$ cat src/rtl/sisc_pkg.sv
// rtl/sisc_pkg.sv - shared SISC opcode, addressing-mode and instruction-field definitions
//
// Purpose: constants shared by the SISC control FSM and datapath blocks.
//   - opcode encodings (IR[31:28])
//   - addressing-mode encoding for immediate operands (IR[27:24])
//   - bit positions of every instruction field in the 32-bit IR
// Ports: none (package).

package sisc_pkg;

  // Opcode encodings
  localparam logic [3:0] NOOP   = 4'd0;
  localparam logic [3:0] LOD    = 4'd1;
  localparam logic [3:0] STR    = 4'd2;
  localparam logic [3:0] BRA    = 4'd4;
  localparam logic [3:0] BRR    = 4'd5;
  localparam logic [3:0] BNE    = 4'd6;
  localparam logic [3:0] ALU_OP = 4'd8;
  localparam logic [3:0] HLT    = 4'd15;

  // Addressing mode: operand is the immediate field
  localparam logic [3:0] am_imm = 4'd8;

  // Instruction field bit positions
  localparam int OPCODE_MSB = 31;
  localparam int OPCODE_LSB = 28;
  localparam int MM_MSB     = 27;
  localparam int MM_LSB     = 24;
  localparam int RD_MSB     = 23;
  localparam int RD_LSB     = 20;
  localparam int RS_MSB     = 19;
  localparam int RS_LSB     = 16;
  localparam int RT_MSB     = 15;
  localparam int RT_LSB     = 12;
  localparam int IMM_MSB    = 15;
  localparam int IMM_LSB    = 0;

  localparam int INSTR_W    = 32;
  localparam int IMM_W      = IMM_MSB - IMM_LSB + 1;

  // The all-zero instruction word decodes as NOOP
  localparam logic [INSTR_W-1:0] NOOP_INSTR = '0;

endpackage

$ cat src/rtl/pc_next.sv
// rtl/pc_next.sv - combinational next-PC selection for the SISC fetch unit
//
// Purpose: computes the value the PC takes when the control FSM asserts pc_write.
// Ports:
//   pc       in  AW  current program counter
//   imm      in  16  immediate field of the current IR
//   pc_sel   in  1   0: sequential (PC+1), 1: branch target
//   br_sel   in  1   1: absolute target (imm), 0: relative target (PC + sext(imm))
//   next_pc  out AW  selected next PC, modulo 2^AW

module pc_next
  import sisc_pkg::*;
#(
  parameter int AW = 16
) (
  input  logic [AW-1:0]    pc,
  input  logic [IMM_W-1:0] imm,
  input  logic             pc_sel,
  input  logic             br_sel,
  output logic [AW-1:0]    next_pc
);

  // Relative targets use a sign-extended offset; absolute targets are
  // zero-extended. When the PC is no wider than the immediate both reduce
  // to the low AW bits of imm.
  logic [AW-1:0] imm_sext;
  logic [AW-1:0] imm_zext;

  generate
    if (AW > IMM_W) begin : g_wide
      assign imm_sext = {{(AW-IMM_W){imm[IMM_W-1]}}, imm};
      assign imm_zext = {{(AW-IMM_W){1'b0}}, imm};
    end else begin : g_narrow
      assign imm_sext = imm[AW-1:0];
      assign imm_zext = imm[AW-1:0];
    end
  endgenerate

  // Adders deliberately drop the carry: PC wrap-around is silent.
  always_comb begin
    next_pc = pc + AW'(1);
    if (pc_sel) begin
      if (br_sel) begin
        next_pc = imm_zext;
      end else begin
        next_pc = pc + imm_sext;
      end
    end
  end

endmodule

$ cat src/rtl/fetch_unit.sv
// rtl/fetch_unit.sv - SISC program counter, instruction register and instruction fetch
//
// Purpose: datapath-side responder to the SISC control FSM. Owns PC and IR,
// fetches 32-bit instructions over a req/ack handshake with a bounded wait,
// and exposes the decoded IR fields.
// Ports:
//   clk        in  1   system clock
//   rst_f      in  1   asynchronous active-low reset
//   pc_rst     in  1   synchronous PC/IR clear (fetch_err is kept)
//   pc_write   in  1   load PC with the next-PC value
//   pc_sel     in  1   0: PC+1, 1: branch target
//   br_sel     in  1   1: absolute target, 0: PC-relative target
//   ir_load    in  1   start a fetch at the current PC
//   im_ack     in  1   instruction memory data valid
//   im_rdata   in  32  instruction memory read data
//   im_req     out 1   fetch request
//   im_addr    out AW  fetch address, held for the whole request
//   opcode     out 4   IR[31:28]
//   mm         out 4   IR[27:24]
//   rd         out 4   IR[23:20]
//   rs         out 4   IR[19:16]
//   rt         out 4   IR[15:12]
//   imm        out 16  IR[15:0]
//   pc_out     out AW  current PC
//   if_busy    out 1   fetch in flight
//   ir_valid   out 1   IR holds a completed fetch
//   fetch_err  out 1   sticky fetch-timeout flag

module fetch_unit
  import sisc_pkg::*;
#(
  parameter int            AW       = 16,
  parameter logic [AW-1:0] RESET_PC = '0,
  parameter int            TIMEOUT  = 15
) (
  input  logic               clk,
  input  logic               rst_f,
  input  logic               pc_rst,
  input  logic               pc_write,
  input  logic               pc_sel,
  input  logic               br_sel,
  input  logic               ir_load,
  input  logic               im_ack,
  input  logic [INSTR_W-1:0] im_rdata,
  output logic               im_req,
  output logic [AW-1:0]      im_addr,
  output logic [3:0]         opcode,
  output logic [3:0]         mm,
  output logic [3:0]         rd,
  output logic [3:0]         rs,
  output logic [3:0]         rt,
  output logic [IMM_W-1:0]   imm,
  output logic [AW-1:0]      pc_out,
  output logic               if_busy,
  output logic               ir_valid,
  output logic               fetch_err
);

  localparam logic [0:0] S_IDLE = 1'b0;
  localparam logic [0:0] S_REQ  = 1'b1;

  // Counter value during the last permitted REQ cycle; an ack in that cycle
  // still completes the fetch normally.
  localparam logic [7:0] TMO_LAST = 8'(TIMEOUT - 1);

  logic [0:0]         state;
  logic [AW-1:0]      pc;
  logic [INSTR_W-1:0] ir;
  logic [AW-1:0]      addr;
  logic               valid;
  logic               err;
  logic [7:0]         wait_cnt;
  logic [AW-1:0]      next_pc;

  pc_next #(
    .AW(AW)
  ) u_pc_next (
    .pc      (pc),
    .imm     (ir[IMM_MSB:IMM_LSB]),
    .pc_sel  (pc_sel),
    .br_sel  (br_sel),
    .next_pc (next_pc)
  );

  // PC register. Updates independently of the fetch state; the fetch path
  // below latches the pre-update PC when both strobes coincide.
  always_ff @(posedge clk or negedge rst_f) begin
    if (!rst_f) begin
      pc <= RESET_PC;
    end else if (pc_rst) begin
      pc <= RESET_PC;
    end else if (pc_write) begin
      pc <= next_pc;
    end
  end

  // Fetch sequencer and IR.
  always_ff @(posedge clk or negedge rst_f) begin
    if (!rst_f) begin
      state    <= S_IDLE;
      ir       <= NOOP_INSTR;
      addr     <= '0;
      valid    <= 1'b0;
      err      <= 1'b0;
      wait_cnt <= '0;
    end else if (pc_rst) begin
      // Abort any fetch in flight; the error flag survives.
      state    <= S_IDLE;
      ir       <= NOOP_INSTR;
      addr     <= '0;
      valid    <= 1'b0;
      wait_cnt <= '0;
    end else begin
      case (state)
        S_IDLE: begin
          if (ir_load) begin
            state    <= S_REQ;
            addr     <= pc;
            valid    <= 1'b0;
            wait_cnt <= '0;
          end
        end
        S_REQ: begin
          if (im_ack) begin
            state <= S_IDLE;
            ir    <= im_rdata;
            valid <= 1'b1;
          end else if (wait_cnt == TMO_LAST) begin
            // Hand the FSM a NOOP so it can proceed; fetch_err records why.
            state <= S_IDLE;
            ir    <= NOOP_INSTR;
            valid <= 1'b1;
            err   <= 1'b1;
          end else begin
            wait_cnt <= wait_cnt + 8'd1;
          end
        end
        default: state <= S_IDLE;
      endcase
    end
  end

  assign im_req    = (state == S_REQ);
  assign if_busy   = (state == S_REQ);
  assign im_addr   = addr;
  assign pc_out    = pc;
  assign ir_valid  = valid;
  assign fetch_err = err;

  assign opcode = ir[OPCODE_MSB:OPCODE_LSB];
  assign mm     = ir[MM_MSB:MM_LSB];
  assign rd     = ir[RD_MSB:RD_LSB];
  assign rs     = ir[RS_MSB:RS_LSB];
  assign rt     = ir[RT_MSB:RT_LSB];
  assign imm    = ir[IMM_MSB:IMM_LSB];

endmodule

$ cat config.mk
export PLATFORM = sky130hd
export DESIGN_NAME = fetch_unit
export DESIGN_NICKNAME = d
export VERILOG_FILES = /design/src/rtl/sisc_pkg.sv /design/src/rtl/pc_next.sv /design/src/rtl/fetch_unit.sv
export SDC_FILE = /design/constraint.sdc
export NUM_CORES = 1
export LEC_CHECK = 0
export CORE_ASPECT_RATIO = 0.6
export CORE_MARGIN = 4
export CORE_UTILIZATION = 41
export DETAILED_ROUTE_END_ITERATION = 8
export PLACE_DENSITY = 0.69
export SLEW_MARGIN = 20
export SYNTH_ARGS = -nofsm -noshare
export SYNTH_HDL_FRONTEND = slang
export SYNTH_SLANG_ARGS = --single-unit
$ cat constraint.sdc
create_clock -name clk -period 2.8 [get_ports clk]
set_input_delay 0.42 -clock clk [delete_from_list [all_inputs] [get_ports clk]]
set_output_delay 0.42 -clock clk [all_outputs]
set_load 0.1 [all_outputs]
Word-level counts from Yosys, hierarchy flattened
Cells that the tools add are included.

operators by class
  reduce and logical (&&, ||, !) cells = 9
  muxes and demuxes = 26
  $add $sub $neg = 3
  bitwise logic cells = 3
  equality and inequality tests = 6

operator list
  cell                                                    count
  two-way mux 32 bit                                      4
  two-way mux 16 bit                                      7
  two-way mux 8 bit                                       4
  adder 16 x 1 -> 16 bit (second input constant)          1
  adder 16 bit                                            1
  case mux 8 bit (2 select lines)                         1
  inequality test 3 bit (second input constant)           3
  adder 8 x 1 -> 8 bit (second input constant)            1
  equality test 8 x 4 -> 1 bit (second input constant)    1
  two-way mux 1 bit                                       8
  AND reduction 2 bit                                     3
  nonzero test 2 bit                                      3
  inequality test 4 x 3 -> 1 bit (second input constant)  1
  case mux 1 bit (2 select lines)                         2
  AND reduction 4 bit                                     1
  NOT 1 bit                                               3
  AND reduction 3 bit                                     1
  nonzero test 3 bit                                      1
  inequality test 2 bit (second input constant)           1

storage, ports and cells
  output and inout port bits = 72
  register bits = 75
  input bits = 40
  logic and storage cells = 54

Longest topological paths before layout
Gate-level depths: netlist (run 1).

  word-level depth = 5
  mapped depth = 9
  gate-level depth less buffers = 9

By module
A second synthesis (run 1) with hierarchy kept.

unflattened totals
  cell total of the unflattened synthesis = 447
  area total of the unflattened synthesis = 4,441.8 um2

by module, submodules not included
  module      times used  area an instance (um2)  cells an instance  sequential area each (um2)
  fetch_unit  1           3,119.2                 269                1,876.8
  pc_next     1           1,322.5                 178                0.0

Least setup slack after synthesis (run 1)
No wires, ideal clock.

  kind = flip-flop to flip-flop
  from = register pc[0] (netlist: pc_out[0])
  to = register pc[12] (netlist: pc_out[12])
  library setup time = 130 ps
  stages on the path, launching flop included = 10
  path buffers = 0
  clock period less this slack = 2,788 ps
  data required time = 2,670 ps
  data arrival time = 2,657 ps
  path slack = 12 ps
  path through = dfrtp_1 > ha_1 > inv_1 > fa_1 > nor2b_1 > o31a_1 > o31a_1 > a21bo_2 > mux2i_1 > o21ai_1

on the way
  cells in the longest elaborated chain, start to end = 5
  elaborated cells on any way between the ends = 6
  those cells by class = add/sub: 2; mux: 4

ends and longest elaborated chain
  element                 line              source
  start, declared         fetch_unit.sv:67  logic [AW-1:0] pc;
  start signal, assigned  fetch_unit.sv:93  pc <= next_pc;
  adder 16 bit            pc_next.sv:46     next_pc = pc + imm_sext;
  two-way mux 16 bit      pc_next.sv:43     if (br_sel) begin
  two-way mux 16 bit *    pc_next.sv:42     if (pc_sel) begin
  two-way mux 16 bit *    fetch_unit.sv:92  end else if (pc_write) begin
  two-way mux 16 bit *    fetch_unit.sv:90  end else if (pc_rst) begin

Mark *: on every way between the ends. The rest lies on a longest branch, timed or not. The select of a mux whose other input is x is not followed.
A chain may end at the register's enable or synchronous reset.

Worst setup path after layout (run 1)
Ends and elaborated chain as after synthesis.

==> impl_metrics.csv, run 1 <==
group,metric,value,unit
cells_and_area,antennaDiodeCount,0,
synth,synth_edf_count,0,
synth,synthesis.area,4220,um2
floorplanning,rows,28,
floorplanning,fp.dieW,139,um
power_and_ir_drop,p_clk_frac,0.394,
cts,cts_tree,"built",
setup_path,path_delay_family,"compound AO/OA/AOI/OAI gates",
detailed_routing,viasPerCell,5.75,
global_route,grt_pass1_vias,3678,
setup_path,crit_chain,"ha_1, inv_1, fa_1, nor2b_1, o31a_1, o31a_1, a21bo_2, mux2i_1, o21ai_1",
power_and_ir_drop,p_per_area,542,nW/um2
status,status,"completed",
synth,yosysTopAreaCell,"dfrtp_1",
setup_path,path_common_cell,"o31a_1",
timing,setup_violations,0,
power_and_ir_drop,p_leak,2.62,nW
cts,htree_num_levels,3,
timing,maxSlewViolCount,0,
floorplanning,die-height,86.6,um
synth,synth_cells,425,
synth,ys.flop_type,"dfrtp_1",
cts,cts_resized,0,
synth,ys_ff_latch,75,
power_and_ir_drop,vdd_drop_max,0.000323,V
timing,slew_headroom,0.300,
timing,finalSetupTns,0,ns
cells_and_area,finalNetCount,600,
power_and_ir_drop,p_int,2.03,mW
synth,synth.avg_cell_area,9.93,um2
synth,synth_nets,484,
detailed_routing,drt_iter0_markers,265,
floorplanning,start_util,0.424,
setup_path,crit_path_end_kind,"flop",
global_route,antenna_found_initial,0,
timing,hold_viol_final,0,
cts,clk_pin_slew,0.06,ns
floorplanning,dieArea,12000,um2
detailed_routing,drc,0,
cts,clock_sinks,75,
timing,skew,0.00525,ns
synth,synth.distinct_cells,66,
synth,ys_seq_area_frac,0.445,
placement,io_buffers,111,
cells_and_area,post-route-util,0.566,
floorplanning,placeableCoreArea,9950,um2
power_and_ir_drop,sw_frac_of_total,0.333,
setup_path,critical_path_buf_inv_count,1,
synth,yosysWarnings,0,
setup_path,cp.arrival,2.70,ns
synth,synth_most_common_cell,"dfrtp_1",
timing,finalCritPeriodShare,0.885,
global_route,grt_max_degree,76,
global_route,grt_usage,0.212,
timing,finalCriticalPeriod,2.48,ns
placement,post-dp-hpwl,9.47,mm
setup_path,slowest_stage,"dfrtp_1",
detailed_routing,first_pass_iters,5,
setup_path,slowest_delay,0.51,ns
synth,netlist_top_cells_count,"75 x dfrtp_1, 47 x a22o_1, 39 x nor2_1",
setup_path,path_max_fanout,9,
cells_and_area,drive_gt1_frac,0.225,
timing,clock.fmax,403,MHz
detailed_routing,wl,12.8,mm
cts,cts_made_buffers,9,
global_route,grt_pass1_wl,20.5,mm
power_and_ir_drop,power_switching,1.02,mW
global_route,overflow,0,
cts,clockBufferDepth,2,
cells_and_area,syn_to_final_growth,33.3,%
cts,cts-hold-fix-buffers,0,
detailed_routing,wire_per_inst,18.8,um
timing,tightest_slew,1.05,ns
synth,synth.area.top_cells,"dfrtp_1 44%, a22o_1 9.8%, ha_1 5.3%",
power_and_ir_drop,power_frac_comb,0.223,
detailed_routing,vias,3918,
setup_path,critPathKind,"flop to flop",
setup_path,worstSetupStartpointType,"flop",
floorplanning,ioPinCount,112,
cts,cts_setup_buffers,0,
timing,rsz0062_at_grt,"no",
synth,synthArstFlopShare,1.00,
detailed_routing,ant_nets,0,
cts,cts-root-buf,"clkbuf_16",
synth,synth_top_area_frac,0.445,
flow_run,drv_cap,0,
cts,clk_latency,0.34,ns
power_and_ir_drop,seqPwrFrac,0.383,
placement,globalplace.congestion,0.907,
setup_path,cp.required,3.02,ns
hold_path,hold_class,"input pin to async pin",
==> metal layers <==
metal	vias to the layer above	GRT usage	wire, um
li1	1821	-	-
met3	13	0.0568	1140
met4	0	0.0417	129
met2	180	0.299	5240
met1	1904	0.327	6280
met5	-	0	0
==> layout by cell type (no fill, tap or decap), types with 3 or more instances in the layout <==
cell	count
a21oi_1	21
nand3_1	17
dfrtp_1	75
o211ai_1	6
a211oi_1	9
nor2_1	38
inv_1	13
a22o_1	47
nor2b_1	4
ha_1	18
nor3_1	5
xor2_1	9
and3_1	4
o21a_1	3
o21ai_0	20
a21o_1	5
xnor2_1	9
clkbuf_16	9
nor4_1	5
clkdlybuf4s50_1	38
buf_4	92
a31oi_1	6
and2_1	3
o221ai_1	3
nand2b_1	5
nand2_1	27
==> final timing paths <==
check | from | end | slack [ns] | depth (start not counted)
worst max-delay path | pc_out[0] | pc_out[12] | 0.32 | 9
worst min-delay path | rst_f | pc_out[4] | 0.23 | 1
worst max register to register | pc_out[0] | pc_out[12] | 0.32 | 9
worst min register to register | fetch_err | fetch_err | 0.48 | 2
max in group asynchronous | rst_f | im_addr[13] | 1.94 | 1
min in group clk | fetch_err | fetch_err | 0.48 | 2
==> cell families (layout without fill, tap and decap cells) <==
| family | count (synthesis) | in the layout | synth area share |
|---|---|---|---|
| muxes | 2 | 2 | 0.00474 |
| and+or+nand+nor | 123 | 123 | 0.145 |
| buffers and inverters | 38 | 159 | 0.0471 |
| adders and majority gates | 19 | 19 | 0.0581 |
| xor gates and xnor gates | 18 | 18 | 0.0373 |
| DFF | 75 | 75 | 0.445 |
| AOI/OAI and AO/OA | 150 | 150 | 0.263 |
==> metrics by stage <==
step                      setup slack, ns  area [um2]  hold slack (ns)  total power, mW  instances
after global routing                0.130        5630            0.319             3.17        681
final                               0.321        5630            0.228             3.05        681
after detailed placement            0.375        5320            0.466             1.87        665
after floorplan                    0.0123        4220            0.124             1.65        425
after CTS                           0.349        5630            0.278             3.07        681
after global placement              0.465        5320            0.463             1.86        665
==> flip-flops by register name, summed over array words and instances, names as in the netlist <==
register / flops
ir_valid: 1
wait_cnt: 8
pc_out: 16
ir: 32
fetch_err: 1
if_busy: 1
im_addr: 16
==> power groups by stage <==
stage               clock network, mW  logic (mW)  registers [mW]
floorplan                           0       0.209            1.44
global placement                    0       0.674            1.19
detailed placement                  0       0.680            1.19
CTS                              1.22       0.682            1.17
global route                     1.27       0.720            1.17
finish                           1.20       0.680            1.17
==> final cells by class <==
type | count | area (um2)
timing repair buffer | 130 | 1070
clock buffer | 10 | 239
tap | 135 | 169
sequential | 75 | 1880
clock inverter | 6 | 71.3
fill | 928 | 4320
multi-input combinational | 312 | 2150
inverter | 13 | 48.8
No activity file was read; power rests on OpenSTA's default activity.
==> run 2, diff against run 1 <==
Settings changed: CORE_UTILIZATION 41 to 49, PLACE_DENSITY 0.69 to 0.81.
==> impl_metrics.csv, run 2 (same netlist as run 1, synthesis figures left out) <==
group,metric,value,unit
cts,clock_sinks,75,
timing,maxSlewViolCount,0,
detailed_routing,wire_per_inst,19.6,um
power_and_ir_drop,p_per_area,532,nW/um2
setup_path,timing.rr.start,"pc_out[0]",
detailed_routing,viasPerCell,6.04,
floorplanning,start_util,0.519,
setup_path,critPathCapture,"pc_out[12]",
cells_and_area,post-route-util,0.681,
cts,clockBufferDepth,2,
cts,cts_tree,"built",
global_route,grt_usage,0.251,
timing,slew_headroom,0.231,
setup_path,crit_path_end_kind,"flop",
power_and_ir_drop,total_power,2.95,mW
setup_path,path_max_fanout,9,
cells_and_area,layout_common_cells,"86 x buf_4, 75 x dfrtp_1, 47 x a22o_1",
global_route,grt_max_degree,76,
detailed_routing,first_pass_iters,6,
cells_and_area,fillers,654,
power_and_ir_drop,vdd_drop_max,0.000264,V
cells_and_area,finalNetCount,595,
cells_and_area,antennaDiodeCount,0,
floorplanning,fp.dieW,128,um
detailed_routing,wl,12.7,mm
setup_path,ff2ff_setup_slack,0.20,ns
cts,clk_latency,0.34,ns
setup_path,cp.required,3.02,ns
timing,setup_violations,0,
setup_path,worstSetupStartpointType,"flop",
flow_run,drv_cap,0,
placement,io_buffers,111,
cts,cts_made_buffers,9,
placement,post-place-ws,0.254,ns
power_and_ir_drop,p_leak,2.59,nW
floorplanning,ioPinCount,112,
timing,finalSetupTns,0,ns
hold_path,hold_class,"input pin to async pin",
global_route,overflow,0,
cells_and_area,drive_gt1_frac,0.217,
floorplanning,dieArea,10200,um2
cts,htree_num_levels,3,
detailed_routing,ant_nets,0,
detailed_routing,drc,0,
floorplanning,die-height,79.9,um
global_route,antenna_found_initial,0,
global_route,grt_pass1_vias,3905,
setup_path,cp.arrival,2.82,ns
detailed_routing,vias,3917,
timing,rsz0062_at_grt,"no",
cells_and_area,layout_commonest_cell,"buf_4",
status,status,"completed",
setup_path,startpoint,"pc_out[0]",
cts,cts_resized,0,
timing,hold_viol_final,0,
floorplanning,placeableCoreArea,8130,um2
cells_and_area,largest-register,"ir",
cts,clk_pin_slew,0.06,ns
setup_path,r2r_end,"pc_out[12]",
cells_and_area,syn_to_final_growth,31.2,%
timing,layout_setup_ws,0.200,ns
floorplanning,rows,25,
cts,cts_setup_buffers,0,
timing,finalCriticalPeriod,2.60,ns
timing,tightest_slew,1.15,ns
timing,skew,0.00660,ns
cts,cts-hold-fix-buffers,0,
cts,cts-root-buf,"clkbuf_16",
setup_path,critPathKind,"flop to flop",
cells_and_area,largest_register_ffs,32,
timing,finalCritPeriodShare,0.929,
placement,post-dp-hpwl,9.01,mm
placement,globalplace.congestion,0.900,
detailed_routing,drt_iter0_markers,391,
setup_path,ff2ff_path_depth,9,
timing,clock.fmax,385,MHz
global_route,grt_pass1_wl,20.4,mm
run 2: worst min path at each step:
stage	slack, ns	endpoint	cells past startpoint
4_1_cts	0.27	ir[3]	1
3_3_place_gp	0.46	fetch_err	2
3_5_place_dp	0.46	fetch_err	2
2_1_floorplan	0.12	fetch_err	0
5_1_grt	0.31	pc_out[3]	1
6_report	0.21	ir[3]	1
run 2: stage by stage:
step | hold slack, ns | std cells | cell area, um2
floorplan | 0.124 | 425 | 4220
global placement | 0.459 | 633 | 5260
detailed placement | 0.459 | 633 | 5260
CTS | 0.268 | 648 | 5540
global route | 0.310 | 648 | 5540
finish | 0.214 | 648 | 5540
run 2: metal layers:
layer / GRT usage / up-vias / routed length [um]
met2: 0.387 / 175 / 5590
met5: 0 / - / 0
met3: 0.0648 / 22 / 1060
met1: 0.358 / 1909 / 5890
met4: 0.0551 / 0 / 143
li1: - / 1811 / -
run 2: cell type report:
type,count,area [um2],share of cell area
Clock inverter,4,26.3,0.00474
Clock buffer,11,253,0.0456
Tap cell,108,135,0.0244
Multi-Input combinational cell,312,2150,0.389
Sequential cell,75,1880,0.339
Inverter,13,48.8,0.00881
Timing Repair Buffer,125,1050,0.189
run 2: report_power, final:
group	leakage (nW)	internal (mW)	switching, mW	total (mW)
Clock	0.137	0.642	0.457	1.10
Combinational	1.43	0.190	0.489	0.678
Sequential	1.03	1.12	0.0487	1.17
run 2: worst max-delay path: stages (launching register included):
cell and delay [ns]:
dfrtp_1 0.54, ha_1 0.28, inv_1 0.07, fa_1 0.38
nor2b_1 0.22, o31a_1 0.21, o31a_1 0.27, a21bo_2 0.22
mux2i_1 0.20, o21ai_1 0.09
==> run 3, diff against run 2 <==
Settings changed: ABC_CLOCK_PERIOD_IN_PS set to 2800, CORE_ASPECT_RATIO 0.6 to 2.
==> impl_metrics.csv, run 3 (same netlist as run 1, synthesis figures left out) <==
group,metric,value,unit
power_and_ir_drop,power_switching,0.985,mW
cells_and_area,antennaDiodeCount,0,
timing,setup_violations,0,
cts,clk_pin_slew,0.06,ns
power_and_ir_drop,vdd_drop_max,0.000475,V
cts,cts_made_buffers,9,
floorplanning,die-height,139,um
global_route,use_met3,0.0578,
power_and_ir_drop,p_per_area,529,nW/um2
cts,cts_resized,0,
global_route,use_met2,0.444,
floorplanning,ioPinCount,112,
detailed_routing,drt_iter0_markers,306,
detailed_routing,wl,12.4,mm
cells_and_area,largest-register,"ir",
cts,clock_sinks,75,
timing,clock.fmax,402,MHz
timing,finalCriticalPeriod,2.49,ns
global_route,grt_pass1_wl,19.9,mm
timing,slew_headroom,0.374,
cells_and_area,drive_gt1_frac,0.217,
floorplanning,rows,47,
cts,clockBufferDepth,2,
placement,globalplace.congestion,0.943,
detailed_routing,vias,3948,
placement,io_buffers,111,
detailed_routing,drc,0,
setup_path,crit_path_end_kind,"flop",
cts,cts-hold-fix-buffers,0,
timing,tightest_slew,0.940,ns
cts,cts_tree,"built",
setup_path,critPathKind,"flop to flop",
cts,cts_setup_buffers,0,
status,status,"completed",
placement,placedCellCount,622,
timing,hold_viol_final,0,
setup_path,startpoint,"pc_out[0]",
timing,finalCritPeriodShare,0.889,
cells_and_area,layout_commonest_cell,"buf_4",
detailed_routing,wire_per_inst,19.5,um
cells_and_area,finalNetCount,594,
detailed_routing,ant_nets,0,
cts,cts-root-buf,"clkbuf_16",
global_route,overflow,0,
cells_and_area,layout_common_cells,"86 x buf_4, 75 x dfrtp_1, 47 x a22o_1",
setup_path,timing.rr.start,"pc_out[0]",
global_route,grt_pass1_vias,4193,
power_and_ir_drop,p_int,1.93,mW
power_and_ir_drop,seqPwrFrac,0.403,
floorplanning,fp.dieW,73.6,um
power_and_ir_drop,p_leak,2.58,nW
floorplanning,dieArea,10300,um2
global_route,grt_usage,0.249,
cts,clk_latency,0.34,ns
cells_and_area,largest_register_ffs,32,
power_and_ir_drop,p_clk_frac,0.369,
placement,post-dp-hpwl,9.29,mm
power_and_ir_drop,power_frac_comb,0.228,
cells_and_area,fillers,666,
detailed_routing,first_pass_iters,7,
timing,maxSlewViolCount,0,
floorplanning,placeableCoreArea,8350,um2
global_route,grt_max_degree,76,
flow_run,drv_cap,0,
setup_path,worstSetupStartpointType,"flop",
timing,rsz0062_at_grt,"no",
floorplanning,start_util,0.506,
timing,whs,0.173,ns
setup_path,cp.arrival,2.71,ns
cts,htree_num_levels,3,
cells_and_area,final_cell_count_no_fill,638,
power_and_ir_drop,sw_frac_of_total,0.338,
cells_and_area,syn_to_final_growth,30.4,%
setup_path,path_max_fanout,9,
detailed_routing,viasPerCell,6.19,
hold_path,hold_class,"input pin to async pin",
global_route,antenna_found_initial,0,
global_route,grt_busiest_layer,"met2",
setup_path,cp.required,3.02,ns
global_route,grt_use_met1,0.262,
timing,finalSetupTns,0,ns
timing,skew,0.00263,ns
==> run 3: cell type report <==
type                       instances  area [um2]  share of cell area
sequential                        75        1880               0.341
tap                               98         123              0.0223
inverter                          13        48.8             0.00886
multi-input combinational        312        2150               0.391
clock inverter                     6        41.3             0.00750
clock buffer                      10         239              0.0434
timing repair buffer             124        1030               0.186
==> run 3: path summary, 6_finish.rpt <==
kind                                    to  depth (start not counted)  slack [ns]
worst max-delay path            pc_out[12]                          9        0.31
worst min-delay path                ir[22]                          1        0.17
worst max register to register  pc_out[12]                          9        0.31
worst min register to register   fetch_err                          2        0.47
max in group asynchronous           ir[24]                          1        1.96
min in group clk                 fetch_err                          2        0.47
==> run 3: power by group through the flow <==
stage                     sequential, mW  clock (mW)  combinational, mW
after floorplan                     1.44           0              0.209
after global placement              1.19           0              0.654
after detailed placement            1.19           0              0.665
after CTS                           1.17        1.09              0.666
after global routing                1.18        1.13              0.699
final                               1.17        1.07              0.664
==> run 3: stage by stage <==
step	total power [mW]	instance area, um2	worst slack (ns)	util
2_1_floorplan	1.65	4220	0.0123	-
3_3_place_gp	1.84	5230	0.492	0.626
3_5_place_dp	1.86	5230	0.379	0.626
4_1_cts	2.93	5510	0.362	0.659
5_1_grt	3.01	5510	0.184	0.659
6_report	2.91	5510	0.310	0.659
==> run 3: worst max-delay path, cell delays in order, from the launching register on <==
cell     delay (ns)
dfrtp_1        0.50
ha_1           0.26
inv_1          0.07
fa_1           0.38
nor2b_1        0.20
o31a_1         0.19
o31a_1         0.26
a21bo_2        0.22
mux2i_1        0.19
o21ai_1        0.08
==> run 3: layer usage <==
| metal | up-vias | wire length [um] |
|---|---|---|
| li1 | 1806 | - |
| met1 | 1934 | 4510 |
| met2 | 170 | 6760 |
| met3 | 38 | 704 |
| met4 | 0 | 447 |
| met5 | - | 0 |
